$ cat config.mk
export PLATFORM = sky130hd
export DESIGN_NAME = sum_uart_tx
export DESIGN_NICKNAME = d
export VERILOG_FILES = /design/src/rtl/sum_uart_tx.sv
export SDC_FILE = /design/constraint.sdc
export NUM_CORES = 1
export LEC_CHECK = 0
export ABC_AREA = 1
export CAP_MARGIN = 20
export CELL_PAD_IN_SITES_DETAIL_PLACEMENT = 1
export CELL_PAD_IN_SITES_GLOBAL_PLACEMENT = 1
export CORE_UTILIZATION = 47
export CTS_BUF_LIST = sky130_fd_sc_hd__clkbuf_8
export CTS_CLUSTER_DIAMETER = 100
export DETAILED_ROUTE_END_ITERATION = 6
export GPL_TIMING_DRIVEN = 0
export PLACE_DENSITY_LB_ADDON = 0.08
export SLEW_MARGIN = 10
export SYNTH_ARGS = -nofsm -noshare
export SYNTH_HDL_FRONTEND = slang
export SYNTH_SLANG_ARGS = --single-unit
$ cat constraint.sdc
create_clock -name clk -period 4.7 [get_ports clk]
set_input_delay 0.94 -clock clk [delete_from_list [all_inputs] [get_ports clk]]
set_output_delay 0.94 -clock clk [all_outputs]
set_load 0.1 [all_outputs]
$ cat src/rtl/sum_uart_tx.sv
// Operand capture, add/subtract, then UART (8N1) report of the (WIDTH+1)-bit result, MSB byte first.
// Latency: start sampled at an edge -> busy=1, uart_txd=0 (start bit), result valid from that same edge.
// Backpressure: none; start is dropped while busy or while done is high, never queued.
//
// Ports:
//   clk, reset        rising-edge clock, synchronous active-high reset
//   data_in           shared operand bus; load_a / load_b capture it into A / B (any state)
//   mode              0 = A+B, 1 = A-B, sampled with an accepted start
//   start             compute + transmit request
//   result            registered result snapshot (WIDTH+1 bits)
//   busy / done       transmission in progress / one-cycle end-of-frame pulse
//   uart_txd          serial line, idles high
module sum_uart_tx #(
    parameter int WIDTH        = 8,
    parameter int CLKS_PER_BIT = 434
) (
    input  logic             clk,
    input  logic             reset,
    input  logic [WIDTH-1:0] data_in,
    input  logic             load_a,
    input  logic             load_b,
    input  logic             mode,
    input  logic             start,
    output logic [WIDTH:0]   result,
    output logic             busy,
    output logic             done,
    output logic             uart_txd
);

    // ceil((WIDTH+1)/8)
    localparam int NBYTES = (WIDTH + 8) / 8;
    localparam int BUFW   = NBYTES * 8;
    localparam int BAUD_W = $clog2(CLKS_PER_BIT);

    localparam logic [BAUD_W-1:0] BAUD_LAST = BAUD_W'(CLKS_PER_BIT - 1);
    localparam logic [BAUD_W-1:0] BAUD_ONE  = BAUD_W'(1);

    typedef enum logic [1:0] {
        IDLE,
        START_BIT,
        DATA_BITS,
        STOP_BIT
    } state_t;

    state_t            state_q;
    logic [WIDTH-1:0]  a_q;
    logic [WIDTH-1:0]  b_q;
    logic [WIDTH:0]    result_q;
    logic [WIDTH:0]    sum_d;
    logic [BUFW-1:0]   ext_d;
    logic [BUFW-1:0]   buf_q;       // bytes still waiting, next one in the top byte
    logic [7:0]        cur_q;       // byte on the line, shifted right as bits go out
    logic [BAUD_W-1:0] baud_q;
    logic [2:0]        bit_q;
    logic [2:0]        bytes_left_q;
    logic              busy_q;
    logic              done_q;
    logic              txd_q;
    logic              baud_done;

    assign baud_done = (baud_q == BAUD_LAST);

    // Result at WIDTH+1 bits; the padding up to a whole number of bytes is
    // the borrow/sign bit for subtract and zero for add.
    always_comb begin
        if (mode) begin
            sum_d = {1'b0, a_q} - {1'b0, b_q};
        end else begin
            sum_d = {1'b0, a_q} + {1'b0, b_q};
        end
        ext_d          = {BUFW{mode & sum_d[WIDTH]}};
        ext_d[WIDTH:0] = sum_d;
    end

    always_ff @(posedge clk) begin
        if (reset) begin
            state_q      <= IDLE;
            a_q          <= '0;
            b_q          <= '0;
            result_q     <= '0;
            buf_q        <= '0;
            cur_q        <= '0;
            baud_q       <= '0;
            bit_q        <= '0;
            bytes_left_q <= '0;
            busy_q       <= 1'b0;
            done_q       <= 1'b0;
            txd_q        <= 1'b1;
        end else begin
            done_q <= 1'b0;
            if (load_a) a_q <= data_in;
            if (load_b) b_q <= data_in;

            // Free-running bit timer while a frame is on the line; it wraps
            // to zero on each bit boundary, so it is zero again in IDLE.
            if (state_q != IDLE) begin
                baud_q <= baud_done ? '0 : baud_q + BAUD_ONE;
            end

            case (state_q)
                IDLE: begin
                    // done_q high means the previous frame ended this cycle;
                    // a start coinciding with it is dropped.
                    if (start && !done_q) begin
                        result_q     <= sum_d;
                        cur_q        <= ext_d[BUFW-1 -: 8];
                        buf_q        <= ext_d << 8;
                        bytes_left_q <= 3'(NBYTES - 1);
                        baud_q       <= '0;
                        bit_q        <= '0;
                        busy_q       <= 1'b1;
                        txd_q        <= 1'b0;
                        state_q      <= START_BIT;
                    end
                end
                START_BIT: begin
                    if (baud_done) begin
                        txd_q   <= cur_q[0];
                        state_q <= DATA_BITS;
                    end
                end
                DATA_BITS: begin
                    if (baud_done) begin
                        if (bit_q == 3'd7) begin
                            bit_q   <= '0;
                            txd_q   <= 1'b1;
                            state_q <= STOP_BIT;
                        end else begin
                            // cur_q[0] is the bit now on the line, so the next is cur_q[1]
                            bit_q <= bit_q + 3'd1;
                            txd_q <= cur_q[1];
                            cur_q <= cur_q >> 1;
                        end
                    end
                end
                STOP_BIT: begin
                    if (baud_done) begin
                        if (bytes_left_q != 3'd0) begin
                            bytes_left_q <= bytes_left_q - 3'd1;
                            cur_q        <= buf_q[BUFW-1 -: 8];
                            buf_q        <= buf_q << 8;
                            txd_q        <= 1'b0;
                            state_q      <= START_BIT;
                        end else begin
                            busy_q  <= 1'b0;
                            done_q  <= 1'b1;
                            state_q <= IDLE;
                        end
                    end
                end
                default: state_q <= IDLE;
            endcase
        end
    end

    assign result   = result_q;
    assign busy     = busy_q;
    assign done     = done_q;
    assign uart_txd = txd_q;

endmodule
==> summary.txt, run 1 <==
Run status
  – Outcome: complete, no violations

Synth
  – Synthesized cell area: 3390 µm²
  – EDFF count, synth: 0
  – Simple-Gate Fraction of Synth Area: 0.285
  – Synth Flop Type: dfxtp_1
  – Syn Nets: about 530
  – Synth Area in Compound Gates: 0.153
  – Top cells by area, synth: dfxtp_1, nand2_1, inv_1
  – Netlist cell types: 35
  – Ys Warns: 0
  – Synth Register Bits: roughly 60
  – Share of the synthesized area in the top cell type: 0.360
  – Sequential share of the synthesized area: 0.360
  – Yosys top cell by area: dfxtp_1
  – Mux contribution to synthesized area: 0
  – XOR/XNOR Fraction of Synth Area: 0.0207
  – Post-synthesis instance total: 500
  – Main combinational cell family by area after synthesis: simple AND/OR/NAND/NOR gates
  – Synth Area in Adders: 0.0761
  – Fraction of registers with async set/reset: 0
  – Mean Syn Cell Area: just under 7 µm²

Hold path
  – Min-delay worst type: reg2reg
  – Worst Hold Path Cells: 2

Setup path
  – Cell with the biggest individual delay on the critical path: clkdlybuf4s50_1
  – CP Max Fanout: 7
  – Cells along the critical path: clkdlybuf4s50_1 > inv_1 > o21ai_0 > xor2_1 > inv_1 > ha_1 > nand2_1 > nand2_1 > a21oi_1 > nand4_1 > a21oi_1
  – CP Class: in2reg
  – Worst setup EP type: register
  – Worst Reg-to-Reg Cells: 12
  – Type of origin of the critical path: input port
  – Slowest cell delay on critical path: ~0.61 ns
  – Worst EP arrival: between 3 and 4 ns
  – CP required: approximately 5.0 ns

Timing
  – Setup TNS: 0 ns
  – Hold Vio Cnt, Final: 0
  – Achievable frequency: 0.306 GHz
  – RSZ-0062 raised after global routing: no
  – Clock skew: between 0.01 and 0.015 ns
  – Period utilization: 0.695
  – Min Hold Slack: roughly 0.47 ns
  – Min cycle time layout: between 3 and 4 ns
  – Slew Limit Fails: 0
  – Setup-failing EPs final: 0
  – Worst-Margin Slew: ~0.98 ns
  – Max_slew headroom: 0.344

Placement
  – Buffers added on ports: 25
  – Final Wtd Congestion: just under 0.9
  – Hpwl dp: between 7000 and 8000 µm

CTS
  – Worst-Skew Late Latency: between 0.3 and 0.4 ns
  – CTS buffer count: 9
  – CTS tree: done
  – Sink Count: between 60 and 70
  – Clock-pin slew on the worst setup and hold paths: roughly 0.07 ns
  – Resized cells post-CTS: 0
  – Maximum clock path buffer count: 2
  – CTS Root Buffer Type: clkbuf_8
  – Hold buffer count at cts: 0
  – Post-CTS setup buffer count: 0
  – # H-tree levels: 3

Layout
  – Commonest non-fill, non-tap cell in the layout: nand2_1
  – N_diodes: 0
  – Synthesis-to-finish area growth: 16.2%
  – Filler Cells Inserted: 946
  – Share of layout cells above drive strength 1: 0.0704
  – Utilization after layout: 0.573
  – Most frequent cells in the layout: nand2_1, inv_1, dfxtp_1
  – Register area: around 1200 µm²
  – Multi-input logic area: between 1500 and 2000 µm²
  – Fin nets: 570

Detailed routing
  – DR vias: 3305
  – Routed Wire Length: approximately 9200 µm
  – Routed Antenna Nets: 0
  – DRC violations left: 0
  – Vias/cell: around 5.2
  – Pre-antenna DRT Iters: 4
  – WL per Instance: approximately 15 µm
  – Drt initial violations: roughly 130

Power and ir drop
  – PwrDens: approximately 550 nW/µm²
  – Clock network power share: 0.207
  – Peak VDD IR: between 0.2 and 0.3 mV
  – P_int: between 0.001 and 0.0015 W
  – Register share of total power: 0.317
  – P_sw: slightly below 0.001 W
  – Gate power share: 0.477
  – Switching share of total power: 0.459
  – Leak Pwr: 1.85 nW

Floorplanning
  – Chip width: 86.9 µm
  – Starting density of the core: 0.493
  – Core area: slightly below 7000 µm²
  – IO Pins: 26
  – Die area: approximately 7600 µm²
  – Row cnt: 30
  – Die Y: slightly below 90 µm

Global routing
  – First-pass GRT wire length: between 15000 and 20000 µm
  – Number of global-route vias before repair: roughly 3400
  – Total GRT Usage: 0.272
  – Largest net degree at the start of global routing: 11
  – Initial antenna violation count: 0
  – Gr ovfl total: 0

Job
  – Max_cap viols: 0
area by class of cell:
type,count,area share
Clock buffer,9,0.0314
Sequential cell,61,0.310
Buffer,13,0.0181
Tap cell,96,0.0305
Clock inverter,6,0.0143
Inverter,75,0.0715
Multi-Input combinational cell,351,0.461
Timing Repair Buffer,25,0.0635
final timing paths:
| kind | from | endpoint | slack (ns) |
|---|---|---|---|
| min | bit_q[1]$_SDFFE_PP0P_ | bit_q[1]$_SDFFE_PP0P_ | 0.47 |
| max reg2reg | b_q[0]$_SDFFE_PP0P_ | cur_q[1]$_SDFFE_PP0P_ | 1.94 |
| min reg2reg | bit_q[1]$_SDFFE_PP0P_ | bit_q[1]$_SDFFE_PP0P_ | 0.47 |
| max | mode | cur_q[1]$_SDFFE_PP0P_ | 1.44 |
power groups by stage:
stage,Sequential [W],Clock (W),Combinational [W]
final,0.000685,0.000447,0.00103
after floorplan,0.000902,0,0.000560
after detailed placement,0.000695,0,0.00103
after global placement,0.000690,0,0.000988
after global routing,0.000696,0.000480,0.00114
after CTS,0.000685,0.000456,0.00104
Yosys cell counts (all sizes together) (2+ instances only):
| master | n |
|---|---|
| o22ai | 2 |
| a21oi | 49 |
| dfxtp | 61 |
| xnor2 | 3 |
| nand4 | 9 |
| nor3 | 4 |
| o21a | 3 |
| nand2 | 132 |
| clkbuf | 7 |
| buf | 6 |
| o21ai | 38 |
| a21o | 2 |
| ha | 19 |
| nand3 | 27 |
| nand3b | 3 |
| inv | 74 |
| nor2 | 48 |
| xor2 | 5 |
kinds of logic (layout without fill, tap and decap cells):
family	count (synthesis)	count (layout)
AND/OR/NAND/NOR	225	225
AO/OA/AOI/OAI	98	98
buffers and inverters	88	128
flip-flops	61	61
adder cells (fa/ha/maj)	20	20
XOR/XNOR	8	8
through the flow:
| stage | power (W) | area [µm²] | std cells | worst slack [ns] |
|---|---|---|---|---|
| 3_3_place_gp | 0.00168 | 3760 | 621 | 1.23 |
| 5_1_grt | 0.00232 | 3940 | 636 | 1.19 |
| 3_5_place_dp | 0.00172 | 3760 | 621 | 1.13 |
| 4_1_cts | 0.00218 | 3940 | 636 | 1.44 |
| 6_report | 0.00216 | 3940 | 636 | 1.44 |
| 2_1_floorplan | 0.00146 | 3390 | 500 | 2.25 |
critical path, delay by kind of cell:
family                   cells  cell delay [ns]
XOR/XNOR                     1             0.18
adder cells (fa/ha/maj)      1             0.35
AO/OA/AOI/OAI                3             0.66
buffers and inverters        3             0.84
AND/OR/NAND/NOR              3             0.56
flip-flops by register name (all words and copies together), names as in the netlist, 2 cells and up:
register	cells
buf_q	8
bytes_left_q	3
a_q	8
baud_q	9
b_q	8
cur_q	8
bit_q	3
state_q	2
result	9
routing by layer:
metal,GRT usage,vias to the layer above,part of all wire
li1,-,1668,-
met1,0.322,1601,0.45
met2,0.503,27,0.52
met3,0.0512,9,0.020
met4,0.0697,0,0.0095
met5,0,-,0
(Power assumes the default switching activity.)
==> run 2: changes to the inputs <==
--- a/config.mk
+++ b/config.mk
@@ -9,7 +9,7 @@
 export CAP_MARGIN = 20
 export CELL_PAD_IN_SITES_DETAIL_PLACEMENT = 1
 export CELL_PAD_IN_SITES_GLOBAL_PLACEMENT = 1
-export CORE_UTILIZATION = 47
+export CORE_UTILIZATION = 43
 export CTS_BUF_LIST = sky130_fd_sc_hd__clkbuf_8
 export CTS_CLUSTER_DIAMETER = 100
 export DETAILED_ROUTE_END_ITERATION = 6
==> constraint.sdc (replaced) <==
create_clock -name clk -period 3.1 [get_ports clk]
set_input_delay 0.62 -clock clk [delete_from_list [all_inputs] [get_ports clk]]
set_output_delay 0.62 -clock clk [all_outputs]
set_load 0.1 [all_outputs]
==> run 2 against run 1 <==
Compared with the run above:
- sequential power rose by 52%
- die area rose by 9.1%
- register-to-register slack got worse by 1.6 ns
- count of clock-buffer cells in the layout rose by 2
- sequential cell count did not move
- clock power rose by 86%
- final area rose by 1.3%
==> summary.txt, run 2 (same netlist as run 1, synthesis figures left out) <==
Timing
  – Clock skew: between 0.008 and 0.009 ns
  – Min cycle time layout: about 2.9 ns
  – Hold Vio Cnt, Final: 0
  – Setup TNS: 0 ns
  – Achievable frequency: around 0.35 GHz
  – Max_slew headroom: 0.345
  – Worst-Margin Slew: between 0.9 and 1 ns
  – Slew Limit Fails: 0
  – Period utilization: 0.928
  – Setup-failing EPs final: 0
  – Min Hold Slack: between 0.4 and 0.5 ns
  – RSZ-0062 raised after global routing: no

Global routing
  – Gr ovfl total: 0
  – Initial antenna violation count: 0
  – Total GRT Usage: 0.247
  – First-pass GRT wire length: between 15000 and 20000 µm
  – Largest net degree at the start of global routing: 11
  – Number of global-route vias before repair: 3512

CTS
  – Hold buffer count at cts: 0
  – Post-CTS setup buffer count: 0
  – # H-tree levels: 3
  – CTS tree: done
  – Maximum clock path buffer count: 2
  – Resized cells post-CTS: 0
  – CTS buffer count: 9
  – CTS Root Buffer Type: clkbuf_8
  – Clock-pin slew on the worst setup and hold paths: approximately 0.07 ns
  – Worst-Skew Late Latency: between 0.3 and 0.4 ns
  – Sink Count: 61

Floorplanning
  – Die area: slightly above 8000 µm²
  – Die Y: just over 90 µm
  – IO Pins: 26
  – Starting density of the core: 0.441
  – Core area: between 7000 and 8000 µm²
  – Row cnt: 32
  – Chip width: around 91 µm

Setup path
  – Worst setup EP type: register
  – Buf/Inv on CP: 4
  – Delay-heaviest family, CP: buffers and inverters
  – CP Max Fanout: 7
  – Slowest cell delay on critical path: between 0.6 and 0.7 ns
  – Cells along the critical path: clkdlybuf4s50_1 > inv_1 > o31ai_1 > xor2_1 > inv_1 > ha_1 > nand2_1 > inv_1 > a21oi_1 > nand4_1 > a21oi_1
  – Crit path top cell by count: inv_1
  – Worst EP arrival: ~3.2 ns
  – CP Class: in2reg
  – CP required: 3.38 ns
  – Cell with the biggest individual delay on the critical path: clkdlybuf4s50_1
  – Type of origin of the critical path: input port

Power and ir drop
  – Leak Pwr: around 1.9 nW
  – Peak VDD IR: 0.403 mV
  – PwrDens: between 800 and 900 nW/µm²

Detailed routing
  – DR vias: ~3300
  – DRC violations left: 0
  – Drt initial violations: around 110
  – Pre-antenna DRT Iters: 4
  – Routed Antenna Nets: 0
  – WL per Instance: about 14 µm
  – Vias/cell: between 5 and 6
  – Routed Wire Length: 9290 µm

Hold path
  – Min-delay worst type: reg2reg

Job
  – Max_cap viols: 0

Layout
  – N_diodes: 0
  – Utilization after layout: 0.519
  – Commonest non-fill, non-tap cell in the layout: nand2_1
  – Synthesis-to-finish area growth: 17.8%
  – Most frequent cells in the layout: nand2_1, inv_1, dfxtp_1
  – Share of layout cells above drive strength 1: 0.0721
  – Fin nets: 570
  – Cell area after layout: between 3000 and 4000 µm²

Placement
  – Final Wtd Congestion: around 0.83
  – Placed Area: around 3800 µm²
  – Hpwl dp: between 6000 and 7000 µm
  – Buffers added on ports: 25

Run status
  – Outcome: complete, no violations
run 2: cell types whose count changed in the layout (fill, tap and decap cells not counted), sizes merged:
cell	before	now
bufinv	1	2
clkbuf	16	18
clkinv	4	3
clkinvlp	1	0
run 2: metal layers:
metal / vias to the layer above / share of wire / track usage
met1: 1582 / 0.46 / 0.281
met5: - / 0 / 0
li1: 1675 / - / -
met4: 0 / 0.022 / 0.0954
met3: 17 / 0.026 / 0.0471
met2: 46 / 0.50 / 0.452
run 2: layout make-up:
cell class | count | area (µm²)
buffer | 13 | 71.3
clock buffer | 11 | 151
tap | 102 | 128
sequential | 61 | 1220
fill | 1036 | 3700
timing repair buffer | 25 | 250
clock inverter | 5 | 73.8
multi-input combinational | 351 | 1810
inverter | 75 | 282
run 2: report_power, final:
part | internal [W] | leakage (nW) | switching, W
Combinational | 0.000471 | 1.25 | 0.00109
Clock | 0.000491 | 0.121 | 0.000341
Sequential | 0.000942 | 0.502 | 0.0000964
Total | 0.00190 | 1.87 | 0.00152
run 2: path summary, 6_finish.rpt:
| path | startpoint | to | slack (ns) | cells past startpoint |
|---|---|---|---|---|
| max | mode | cur_q[4]$_SDFFE_PP0P_ | 0.22 | 11 |
| min | buf_q[10]$_SDFFE_PP0P_ | buf_q[10]$_SDFFE_PP0P_ | 0.47 | 2 |
| max reg2reg | b_q[0]$_SDFFE_PP0P_ | cur_q[4]$_SDFFE_PP0P_ | 0.36 | 12 |
| min reg2reg | buf_q[10]$_SDFFE_PP0P_ | buf_q[10]$_SDFFE_PP0P_ | 0.47 | 2 |
run 2: tightest hold or removal path, delay by kind of cell, from the launching register on:
family	cells	cell delay [ns]
DFF	1	0.31
and+or+nand+nor	1	0.06
AOI/OAI and AO/OA	1	0.05
run 2: through the flow:
| step | std cells | setup WS, ns | power (W) |
|---|---|---|---|
| global route | 643 | 0.0540 | 0.00366 |
| detailed placement | 627 | -0.105 | 0.00260 |
| floorplan | 500 | 0.941 | 0.00222 |
| CTS | 643 | 0.260 | 0.00346 |
| finish | 643 | 0.224 | 0.00343 |
| global placement | 627 | -0.0613 | 0.00255 |
==> run 3: changes to the inputs <==
--- a/config.mk
+++ b/config.mk
@@ -6,6 +6,7 @@
 export NUM_CORES = 1
 export LEC_CHECK = 0
 export ABC_AREA = 1
+export ABC_CLOCK_PERIOD_IN_PS = 3100
 export CAP_MARGIN = 20
 export CELL_PAD_IN_SITES_DETAIL_PLACEMENT = 1
 export CELL_PAD_IN_SITES_GLOBAL_PLACEMENT = 1
==> results of run 3 <==
No change in the layout: final DEF, timing and power equal those of run 2.
